$ cat src/rtl/pulse_pacer_if.sv
// pulse_pacer_if: event/flush inputs and pacing status outputs of pulse_pacer
interface pulse_pacer_if #(
    parameter int CNT_W = 4
);
    logic             evt_in;
    logic             flush;
    logic             pulse_out;
    logic [CNT_W-1:0] pending;
    logic             busy;
    logic             ovf;
    modport master (output evt_in, flush, input pulse_out, pending, busy, ovf);
    modport slave (input evt_in, flush, output pulse_out, pending, busy, ovf);
endinterface

$ cat src/rtl/pulse_pacer.sv
// pulse_pacer: paces event bursts into single-cycle pulses spaced MIN_GAP cycles apart; define PULSE_PACER_OVF_EN for a sticky overflow flag
module pulse_pacer #(
    parameter int CNT_W   = 4,
    parameter int MIN_GAP = 8
) (
    input logic          clk,
    input logic          rst,
    pulse_pacer_if.slave bus
);
    typedef enum logic {IDLE, GAP} state_t;
    state_t           state, state_nx;
    logic [7:0]       gap_cnt, gap_nx;
    logic [CNT_W-1:0] pend;
    logic             pulse_q;
    logic             fire, inc, sat;
    assign sat  = &pend;
    assign fire = ~bus.flush & (pend != '0) & ((state == IDLE) | (gap_cnt == '0));
    assign inc  = bus.evt_in & ~bus.flush & ~(sat & ~fire);
    // gap is loaded with MIN_GAP-1 so consecutive rising edges land exactly MIN_GAP apart
    always_comb begin
        state_nx = state;
        gap_nx   = gap_cnt;
        if (fire) begin
            state_nx = GAP;
            gap_nx   = 8'(MIN_GAP - 1);
        end else if (gap_cnt != '0) begin
            gap_nx = gap_cnt - 8'd1;
        end else begin
            state_nx = IDLE;
        end
    end
    always_ff @(posedge clk) begin
        if (rst) begin
            state   <= IDLE;
            gap_cnt <= '0;
            pend    <= '0;
            pulse_q <= 1'b0;
        end else begin
            state   <= state_nx;
            gap_cnt <= gap_nx;
            pulse_q <= fire;
            pend    <= bus.flush ? '0 : pend + CNT_W'(inc) - CNT_W'(fire);
        end
    end
    assign bus.pulse_out = pulse_q;
    assign bus.pending   = pend;
    assign bus.busy      = (state == GAP) | (pend != '0);
`ifdef PULSE_PACER_OVF_EN
    logic ovf_q;
    always_ff @(posedge clk) begin
        if (rst || bus.flush) ovf_q <= 1'b0;
        else if (bus.evt_in & sat & ~fire) ovf_q <= 1'b1;
    end
    assign bus.ovf = ovf_q;
`else
    assign bus.ovf = 1'b0;
`endif
endmodule
$ cat src/flat_wrapper.sv
// flat-port wrapper written by rule: the top's interface ports become plain ports
module pulse_pacer_flat 
#(
    parameter int CNT_W   = 4,
    parameter int MIN_GAP = 8
)
  (clk, rst, bus_evt_in, bus_flush, bus_pulse_out, bus_pending, bus_busy, bus_ovf);
  pulse_pacer_if #(.CNT_W(CNT_W)) bus_i ();
  input logic clk;
  input logic rst;
  input wire logic [$bits(bus_i.evt_in)-1:0] bus_evt_in;
  input wire logic [$bits(bus_i.flush)-1:0] bus_flush;
  output wire logic [$bits(bus_i.pulse_out)-1:0] bus_pulse_out;
  output wire logic [$bits(bus_i.pending)-1:0] bus_pending;
  output wire logic [$bits(bus_i.busy)-1:0] bus_busy;
  output wire logic [$bits(bus_i.ovf)-1:0] bus_ovf;
  assign bus_i.evt_in = bus_evt_in;
  assign bus_i.flush = bus_flush;
  assign bus_pulse_out = bus_i.pulse_out;
  assign bus_pending = bus_i.pending;
  assign bus_busy = bus_i.busy;
  assign bus_ovf = bus_i.ovf;
  pulse_pacer #(.CNT_W(CNT_W), .MIN_GAP(MIN_GAP)) u_core (.clk(clk), .rst(rst), .bus(bus_i));
endmodule
$ cat config.mk
export PLATFORM = sky130hd
export DESIGN_NAME = pulse_pacer_flat
export DESIGN_NICKNAME = d
export VERILOG_FILES = /design/src/rtl/pulse_pacer_if.sv /design/src/rtl/pulse_pacer.sv /design/src/flat_wrapper.sv
export SDC_FILE = /design/constraint.sdc
export NUM_CORES = 1
export LEC_CHECK = 0
export ABC_AREA = 1
export BUFFER_PORTS_ARGS = -buffer_cell sky130_fd_sc_hd__buf_2
export CAP_MARGIN = 20
export CORE_UTILIZATION = 30
export CTS_CLUSTER_DIAMETER = 150
export CTS_CLUSTER_SIZE = 28
export DETAILED_ROUTE_END_ITERATION = 10
export GPL_ROUTABILITY_DRIVEN = 0
export SLEW_MARGIN = 20
export SYNTH_ARGS = -nofsm -noshare
export SYNTH_HDL_FRONTEND = slang
export SYNTH_SLANG_ARGS = --single-unit
$ cat constraint.sdc
create_clock -name clk -period 2.1 [get_ports clk]
set_input_delay 0.315 -clock clk [delete_from_list [all_inputs] [get_ports clk]]
set_output_delay 0.315 -clock clk [all_outputs]
set_load 0.02 [all_outputs]
# After elaboration in Yosys (flattened, before gate mapping)
# Index checks and enable logic that the tools add are counted.
[classes] n_addsub=3 mul=0 div_mod_pow=0 n_lt_le_gt_ge=0 eq_ne=1 shifts=0 mux=4 bitwise=11 n_reduce_logical=7
[ops] op="8-bit zero test" n=1
[ops] op="8-bit nonzero test" n=1
[ops] op="8-bit by 1-bit subtractor with 8-bit output (second input constant)" n=1
[ops] op="3-bit two-way mux" n=2
[ops] op="1-bit AND" n=5
[ops] op="4-bit by 1-bit adder with 4-bit output" n=1
[ops] op="1-bit NOT" n=4
[ops] op="4-bit AND reduction" n=1
[ops] op="4-bit nonzero test" n=1
[ops] op="2-bit OR reduction" n=2
[ops] op="4-bit by 1-bit subtractor with 4-bit output" n=1
[ops] op="1-bit two-way mux" n=2
[ops] op="2-bit by 1-bit inequality test with 1-bit output (second input constant)" n=1
[ops] op="1-bit bitwise OR" n=2
[ops] op="2-bit nonzero test" n=1
[word_totals] regBits=14 latchBits=0 mem_bits_rw=0 mem_bits_ro=0 input_bits=4 output_inout_bits=7 word_cells=31 memories=0

# Depth between registers and ports, before layout
# Gate-level depths: netlist of run 1.
[depth] word_depth=9 mapped_depth=14 ltp_nobuf=14

# Least setup slack after synthesis of run 1
# No wires, ideal clock.
[synth_path] kind="register -> register" startpoint="reg u_core.pend[2] (netlist: u_core.bus.pending[2])" endpoint="reg u_core.pend[2] (netlist: u_core.bus.pending[2])" setup_time_ps=115 arrival_time_ps=2064 required_ps=1985 slack_ps=-79 stages_incl_launch_ff=14 path_buffers=0 synth_period_minus_slack_ps=2179 cell_sequence="dfxtp_1 inv_1 ha_1 nand3_1 nand2_1 inv_1 nand2_4 clkinv_2 ha_1 inv_1 ha_1 fa_1 xnor2_1 nor2_1"
[synth_between] elab_chain_cells=9 elab_cells_between_ends=10 cone_classes="2 x add/sub; 6 x bitwise; 2 x reduce/logical"
[synth_lines] item="start, declared" line="pulse_pacer.sv:13" rtl="logic [CNT_W-1:0] pend;"
[synth_lines] item="start signal, assigned" line="pulse_pacer.sv:42" rtl="pend <= bus.flush ? '0 : pend + CNT_W'(inc) - CNT_W'(fire);"
[synth_lines] item="4-bit nonzero test *" line="pulse_pacer.sv:17" rtl="assign fire = ~bus.flush & (pend != '0) & ((state == IDLE) | (gap_cnt == '0));"
[synth_lines] item="1-bit AND * (2 in a row)" line="pulse_pacer.sv:17"
[synth_lines] item="named net u_core.fire" line="pulse_pacer.sv:15" rtl="logic fire, inc, sat;"
[synth_lines] item="1-bit NOT" line="pulse_pacer.sv:18" rtl="assign inc = bus.evt_in & ~bus.flush & ~(sat & ~fire);"
[synth_lines] item="1-bit AND" line="pulse_pacer.sv:18"
[synth_lines] item="1-bit NOT" line="pulse_pacer.sv:18"
[synth_lines] item="1-bit AND" line="pulse_pacer.sv:18"
[synth_lines] item="4-bit by 1-bit adder with 4-bit output" line="pulse_pacer.sv:42"
[synth_lines] item="4-bit by 1-bit subtractor with 4-bit output *" line="pulse_pacer.sv:42"
# Mark *: on every way through the listed nets, which the timed path passes. The rest lies on a longest branch.
# A chain may end at the register's enable or synchronous reset.

# Worst setup path after layout of run 1
[layout_path] startpoint="reg u_core.pend[2] (netlist: u_core.bus.pending[2])" endpoint="reg u_core.pend[1] (netlist: u_core.bus.pending[1])"
# The elaborated chain is that of the path after synthesis.

==> summary.md, run 1 <==
The post-detailed-route via-to-cell ratio was 4.45. The maximum fanout encountered on the critical timing path came out at 2. The data required time at the worst endpoint is 2.31 ns, and the proportion of register bits with asynchronous set or reset after synthesis is 0. Summed over all failing endpoints, the final setup total negative slack is 0 ns. In this run the power density over the cells is 1700 nW/um2. For the row count, the log shows 18. The via count of the first global-routing pass is 665, and the final critical delay including setup and external delays is 2.03 ns. Sorting the synthesized cells by area gives the leading types as dfxtp_1, ha_1, inv_1. The total overflow left after global routing is 0. The share of the yosys chip area belonging to registers is 0.345, and the count of nets left with antenna violations after detail routing is 0.

The number of hold buffers added after CTS was 0. After the last flow step, the layout net total stands at 143. The port buffer count works out to 9. The tools report the depth of the CTS H-tree as 1.

The run gives 1080 um2 as the area of all placed cells without fillers. The die extent in y was 54.0 um; the flop and latch count out of synthesis was 14. The area overhead of the layout relative to synthesis was 33.0%; the aggregate routed wire length was 1.59 mm. Counting cells, the worst reg-to-reg path comes to 13. Cell at the root of the clock tree: clkbuf_4. Arrival time of data at the critical path endpoint: 2.24 ns. For the number of optimization iterations in the first detailed-route pass, the log shows 4.

Buffers inserted during clock tree synthesis total 3. The post-synthesis average cell area is 7.73 um2. In this run, the number of DRC markers left after iteration 0 of detailed routing was 18. The fraction of layout instances using a drive strength above 1 works out to 0.438. Entering global routing, the biggest net connects 9 pins. In this run the static leakage power is 0.546 nW.

In this run the horizontal extent of the chip is 54.0 um. Synthesis produced a netlist with a net count of 117. At the later pin of the worst-skew pair, clock insertion delay measures 0.28 ns. The layout filler cell count came out at 264. Count of warnings emitted by yosys: 0. Pin placement for this block handled 11 I/O pins. Counting flops with a built-in enable in the synthesized netlist gives 0. For the number of pins exceeding their max-slew limit in the final report, the log shows 0.

The worst-case hold slack was 0.233 ns. Critical setup path kind: flip-flop to flip-flop. The timing-limited maximum frequency was 493 MHz; the number of cells on the worst hold path was 2. The share of Yosys cell area claimed by the top area cell type was 0.345; the routed wire length per instance was 9.94 um. The final design utilization is 0.428. Class of the worst hold path: input port to flip-flop.

The routed layout has 712 vias. The starting density of the core is 0.322. The final setup violation count is 0.

The maximum buffer depth of the clock tree came out at 2. The first global-routing pass estimated 2.65 mm of wire. The core box area was 2520 um2; the final HPWL from detailed placement was 1.24 mm.

Once placement finished, the instance area stood at 970 um2. After layout, the worst setup slack is 0.0712 ns. For this run, design rule violations remaining after detail routing come to 0. The global router's overall resource usage was 0.129. The clock sink count was 14. Critical path launch point type: a flip-flop. The run finished with clean final reports.

The final worst clock skew was 0.00877 ns; the final clock period utilization by the worst path was 0.966. The leading register cell type out of synthesis is dfxtp_1. In the synthesized netlist, the number of instances is 105.

Across the VDD grid, the largest voltage drop is 0.771 mV. OpenSTA, run right after detailed placement, puts the worst setup slack at -0.0160 ns. Number of antenna violations at the first check in global routing: 0. STA classifies the critical path endpoint as a flip-flop. The mapped netlist covers 812 um2.

0 antenna diodes ended up in the layout. The tools report the number of hold violations in the final report as 0. Cell type with the largest total area after synthesis: dfxtp_1. Counting distinct cell types in the post-synthesis netlist gives 21.

TritonCTS built the clock tree. The floorplan step defined a die boundary enclosing 2920 um2. After clock tree synthesis, the clock-pin slew on the worst setup and hold paths is 0.09 ns. Number of violations of the max-capacitance limit: 0.
[through the flow]
stage / total power (W) / cells
floorplan: 0.00123 / 105
global placement: 0.00150 / 153
detailed placement: 0.00152 / 153
CTS: 0.00173 / 157
global route: 0.00205 / 160
finish: 0.00184 / 160
[logic make-up after synthesis]
kind of cell	Yosys count	synth area share
flops	14	0.345
xor+xnor	7	0.0755
simple gates	47	0.284
buf+inv	23	0.112
compound gates	5	0.0462
fa+ha+maj	8	0.133
other cells	1	0.00462
[where the power goes]
part	internal [W]	switching, W
Combinational	0.000551	0.000628
Clock	0.000105	0.0000882
Sequential	0.000383	0.0000843
[routing by layer]
metal / up-vias / global-route usage / part of all wire
met5: - / 0 / 0
met4: 0 / 0.0641 / 0.019
met3: 4 / 0.0254 / 0.028
met2: 10 / 0.230 / 0.53
met1: 325 / 0.144 / 0.42
li1: 373 / - / -
[synthesized netlist by cell type (2+ instances only)]
master and number:
nand2_1 10, nor2_1 17, nand4_1 3, ha_1 7
inv_1 21, nand2_2 3, a21oi_1 3, nor2_2 3
xor2_1 3, dfxtp_1 14, nand3_2 2, nand3_1 7
xnor2_1 4
[final timing paths]
check | slack (ns) | from | end
setup / recovery | 0.07 | u_core.bus.pending[2] | u_core.bus.pending[1]
hold / removal | 0.23 | rst | u_core.gap_cnt[0]
setup reg to reg | 0.07 | u_core.bus.pending[2] | u_core.bus.pending[1]
hold reg to reg | 0.52 | u_core.state | u_core.state
[repair_timing]
| item | in CTS | in global routing |
|---|---|---|
| setup endpoints to repair | 2 | 2 |
| gates resized for setup | 2 | 17 |
| setup buffers | 0 | 3 |
| pin swaps | 1 | 9 |
| gates cloned | 0 | 0 |
[sequential cells by signal, indices dropped and copies added, names as in the netlist]
name                  count
u_core.gap_cnt            8
u_core.bus.pending        4
u_core.bus.pulse_out      1
u_core.state              1
[critical path, stage by stage (launching register included)]
cell and delay, ns:
dfxtp_2 0.33, inv_2 0.08, ha_4 0.13, nand3_2 0.08, nand2_2 0.08, inv_2 0.04, nand2_4 0.06, inv_4 0.03
ha_1 0.25, inv_1 0.04, ha_2 0.17, fa_2 0.52, inv_1 0.04, nor2_1 0.10
[cells in the final DEF (no fill, tap or decap), types with 4 or more instances in the layout]
master   netlist  layout
buf_2          0       9
buf_4          1      13
dfxtp_1       14       7
dfxtp_2        0       7
ha_1           7       4
inv_1         21      17
inv_2          0       4
nand2_1       10       9
nand3_1        7       6
nor2_1        17      16
nor2_2         3       4
xnor2_1        4       4
[final cells by class]
| cell class | instances | area, um2 | share of cell area |
|---|---|---|---|
| Multi-Input combinational cell | 68 | 489 | 0.453 |
| Tap cell | 30 | 37.5 | 0.0348 |
| Timing Repair Buffer | 22 | 143 | 0.132 |
| Sequential cell | 14 | 289 | 0.268 |
| Clock buffer | 4 | 36.3 | 0.0336 |
| Inverter | 22 | 85.1 | 0.0788 |
No activity file was read; power rests on OpenSTA's default activity.
==> run 2, diff against run 1 <==
Settings changed: ABC_AREA 1 to unset.
==> run 2 against run 1 <==
Compared with the run above:
- the flow now finishes with violations (negative setup slack)
- routed wire length is 8.4% higher
- synthesized cell count is 21% lower
- synthesized area is 5.7% lower
- sequential cell count stayed put
- sequential power is 4.5% higher
- critical path type unchanged
- largest power group unchanged
- sequential share of layout area is 1.4 points lower
- clock skew is 0.00064 ns higher
- hold slack better by 0.10 ns
- count of clock-buffer cells in the layout stayed put
- cell area is 5.8% higher
- largest cell class unchanged
==> summary.md, run 2 <==
The most common cell after layout, fill and taps aside is buf_4. The wire length of the first global-routing pass was 2.90 mm (+9.6%); the flop and latch count out of synthesis was 14 (unchanged). Setup repair after global routing could not meet its margin everywhere. The clock latency on the worst-skew pair was 0.29 ns (about the same); the number of cell instances on the worst register-to-register path was 11 (-2). The detailed router's first-iteration violation count is 8 (-10), and the number of diodes added for antenna fixing is 0 (unchanged).

The run gives -0.417 ns (-0.417 ns) as the final sum of negative setup slack. The final worst clock skew is 0.00940 ns (+0.000638 ns), and the fraction of layout instances using a drive strength above 1 is 0.525 (+0.0870). The most common cell in the synthesized netlist is dfxtp_1. The startpoint identified for the worst hold timing path is bus_flush.

The peak ir drop on the vdd network is 0.990 mV (+28%), and the worst path setup slack after routing is -0.167 ns (-0.238 ns). The final clock period utilization by the worst path works out to 1.08 (+0.113). Area of all sequential standard cells: 290 um2 (+0.43%). For the via count of the first global-routing pass, the log shows 704 (+5.9%).

Critical setup path kind: flip-flop to flip-flop. The arrival time of data at the critical path endpoint is 2.44 ns (+0.20 ns), and the worst-case hold slack is 0.335 ns (+0.102 ns). The power per unit of standard cell area is 1930 nW/um2 (+13%). The post-synthesis average cell area is 9.23 um2 (+19%), and the final setup violation count is 3 (+3).

The area enclosed by the die boundary was 2760 um2 (-5.5%). The run finished, with violations left. The post-detailed-route via-to-cell ratio works out to 4.62 (+3.7%). The run gives 4 (unchanged) as the number of optimization iterations in the first detailed-route pass. The total global routing overflow was 0 (unchanged); the share of the yosys chip area belonging to registers was 0.366 (+0.0209). For the number of remaining DRC errors, the log shows 0 (unchanged). The I/O pin count was 11 (unchanged); the post-CTS clock slew at the launch and capture registers of the worst setup and hold paths was 0.08 ns (about the same).

For the aggregate routed wire length, the log shows 1.72 mm (+8.4%). The final reports fail on negative setup slack. The number of cells on the worst hold path is 3 (+1), and the power consumption is 0.00220 W (+20%). The core box area was 2320 um2 (-8.1%).

The run gives 0 (unchanged) as the count of nets left with antenna violations after detail routing. The run gives 17 (-1) as the row count. In this run the critical register-to-register path is captured at u_core.bus.pending[1]. The register name with the most flops is u_core.gap_cnt.

For the number of hold violations in the final report, the log shows 0 (unchanged). The run gives 766 um2 (-5.7%) as the netlist area before placement. The tools report the startpoint of the worst register-to-register path as u_core.bus.pending[2]. STA classifies the critical path startpoint as a flip-flop. The post-synthesis cell type count is 29 (+38%), and the leakage power is 0.513 nW (-6.0%). After synthesis, the cell types taking the most area are dfxtp_1, ha_1, xnor2_1.

The number of pins exceeding their max-slew limit in the final report was 0 (unchanged). The path with the worst hold slack has its endpoint at u_core.state. The count of warnings emitted by yosys is 0 (unchanged). The area growth from synthesis to layout is 49.2%.

The routed wire length per instance was 11.8 um (+19%). Clock sink count: 14 (unchanged). The run gives 1000 um2 (+3.2%) as the placement-stage cell area.

The run gives 131 (-8.4%) as the net count reported at finish. The cell type with the largest total area after synthesis was dfxtp_1. The die extent in y works out to 52.5 um (-2.8%). The layout filler cell count came out at 222 (-16%). The tools report the depth of the CTS H-tree as 1 (unchanged). Clock tree synthesis selected as its root buffer the cell clkbuf_4. The detailed-route via count is 674 (-5.3%), and the maximum fanout encountered on the critical timing path is 2 (unchanged). In the layout the commonest cells are buf_4, dfxtp_1, nor2_1, buf_2, inv_1. The number of enable flip-flop cells after synthesis works out to 0 (unchanged). The largest net degree at the start of global routing came out at 11 (+2). Leading register cell type out of synthesis: dfxtp_1. For the maximum buffer depth of the clock tree, the log shows 2 (unchanged).

The number of violations of the max-capacitance limit was 0 (unchanged); the area of all placed cells without fillers was 1140 um2 (+5.8%). The data required time at the worst endpoint came out at 2.27 ns (-0.04 ns). Share of Yosys cell area claimed by the top area cell type: 0.366 (+0.0209). The die boundary width works out to 52.5 um (-2.8%). The final critical delay including setup and external delays was 2.27 ns (+0.238 ns); the multi-input gate area in the final layout was 515 um2 (+5.4%). The port buffer count was 9 (unchanged). Timing-limited maximum frequency: 441 MHz (-10%). The total clock buffers created by CTS came out at 3 (unchanged). The tools report the number of hold buffers added after CTS as 0 (unchanged).

Kind of end point of the critical path: a flip-flop. Class of the worst hold path: input port to flip-flop. The net count after synthesis is 95 (-19%). Sorting the synthesized cells by how often they occur yields dfxtp_1, inv_1, nor2_1. The starting density of the core was 0.330 (+0.00835). The run gives 83 (-21%) as the post-synthesis instance total. Proportion of register bits with asynchronous set or reset after synthesis: 0 (unchanged). The final HPWL from detailed placement was 1.26 mm (+1.3%). TritonCTS built the clock tree. Internal reg-to-reg setup slack: -0.17 ns (-0.24 ns). The number of flip-flops in the largest register came out at 8 (unchanged).

The logs give 0.148 (+0.0194) for the global router's overall resource usage and 0 (unchanged) for the number of antenna violations at the first check in global routing.
[run 2: timing repair]
action,CTS,global route
resized for setup,4,10
hold endpoints to repair,0,0
pin swaps,2,5
buffers inserted,3,3
setup endpoints to repair,3,3
[run 2: kinds of logic (layout without fill, tap and decap cells)]
group                      Yosys count  in the layout  share of synthesized area
and+or+nand+nor                     31             31                      0.255
other                                1              1                    0.00490
adders and majority gates            8              8                      0.141
xor gates and xnor gates             6              6                     0.0686
AOI/OAI and AO/OA                   11             11                      0.101
buffers and inverters               12             47                     0.0637
DFF                                 14             14                      0.366
[run 2: worst max-delay path by stage]
stage / slack, ns / startpoint / endpoint
2_1_floorplan: -0.18 / u_core.bus.pending[2] / u_core.bus.pending[1]
3_3_place_gp: -0.13 / u_core.bus.pending[2] / u_core.bus.pending[1]
3_5_place_dp: -0.15 / u_core.bus.pending[2] / u_core.bus.pending[1]
4_1_cts: -0.16 / u_core.bus.pending[2] / u_core.bus.pending[1]
5_1_grt: -0.26 / u_core.bus.pending[2] / u_core.bus.pending[3]
6_report: -0.17 / u_core.bus.pending[2] / u_core.bus.pending[1]
[run 2: critical path, stage by stage, from the launching register on]
cell and delay, ns:
dfxtp_4 0.36, inv_4 0.04, ha_4 0.14, nor3b_4 0.14, or2_4 0.23, a21o_1 0.17
inv_1 0.06, ha_1 0.23, inv_2 0.07, ha_4 0.13, fa_2 0.42, nor3b_2 0.16
[run 2: layout make-up]
cell class / count / area share
multi-input cells: 57 / 0.451
clock buffers: 4 / 0.0318
repair buffers: 33 / 0.197
inverters: 10 / 0.0350
well taps: 28 / 0.0307
flip-flops and latches: 14 / 0.254
[run 2: report_power, final]
| part | switching, W | leakage, nW | total [W] | internal, W |
|---|---|---|---|---|
| clock | 0.0000914 | 0.0210 | 0.000197 | 0.000106 |
| sequential | 0.0000942 | 0.117 | 0.000488 | 0.000393 |
| combinational | 0.000680 | 0.375 | 0.00152 | 0.000838 |
| total | 0.000865 | 0.513 | 0.00220 | 0.00134 |
[run 2: metal layers]
| metal | share of wire | wire length, um | track usage |
|---|---|---|---|
| met3 | 0.034 | 58 | 0.0319 |
| met4 | 0.022 | 38 | 0.0658 |
| met2 | 0.53 | 911 | 0.266 |
| met5 | 0 | 0 | 0 |
| met1 | 0.41 | 714 | 0.165 |
[run 2: stage by stage]
step	setup slack [ns]	instances	utilization
after floorplan	-0.176	83	-
after global placement	-0.125	136	0.432
after detailed placement	-0.151	136	0.432
after CTS	-0.155	143	0.460
after global routing	-0.262	146	0.493
final	-0.167	146	0.493
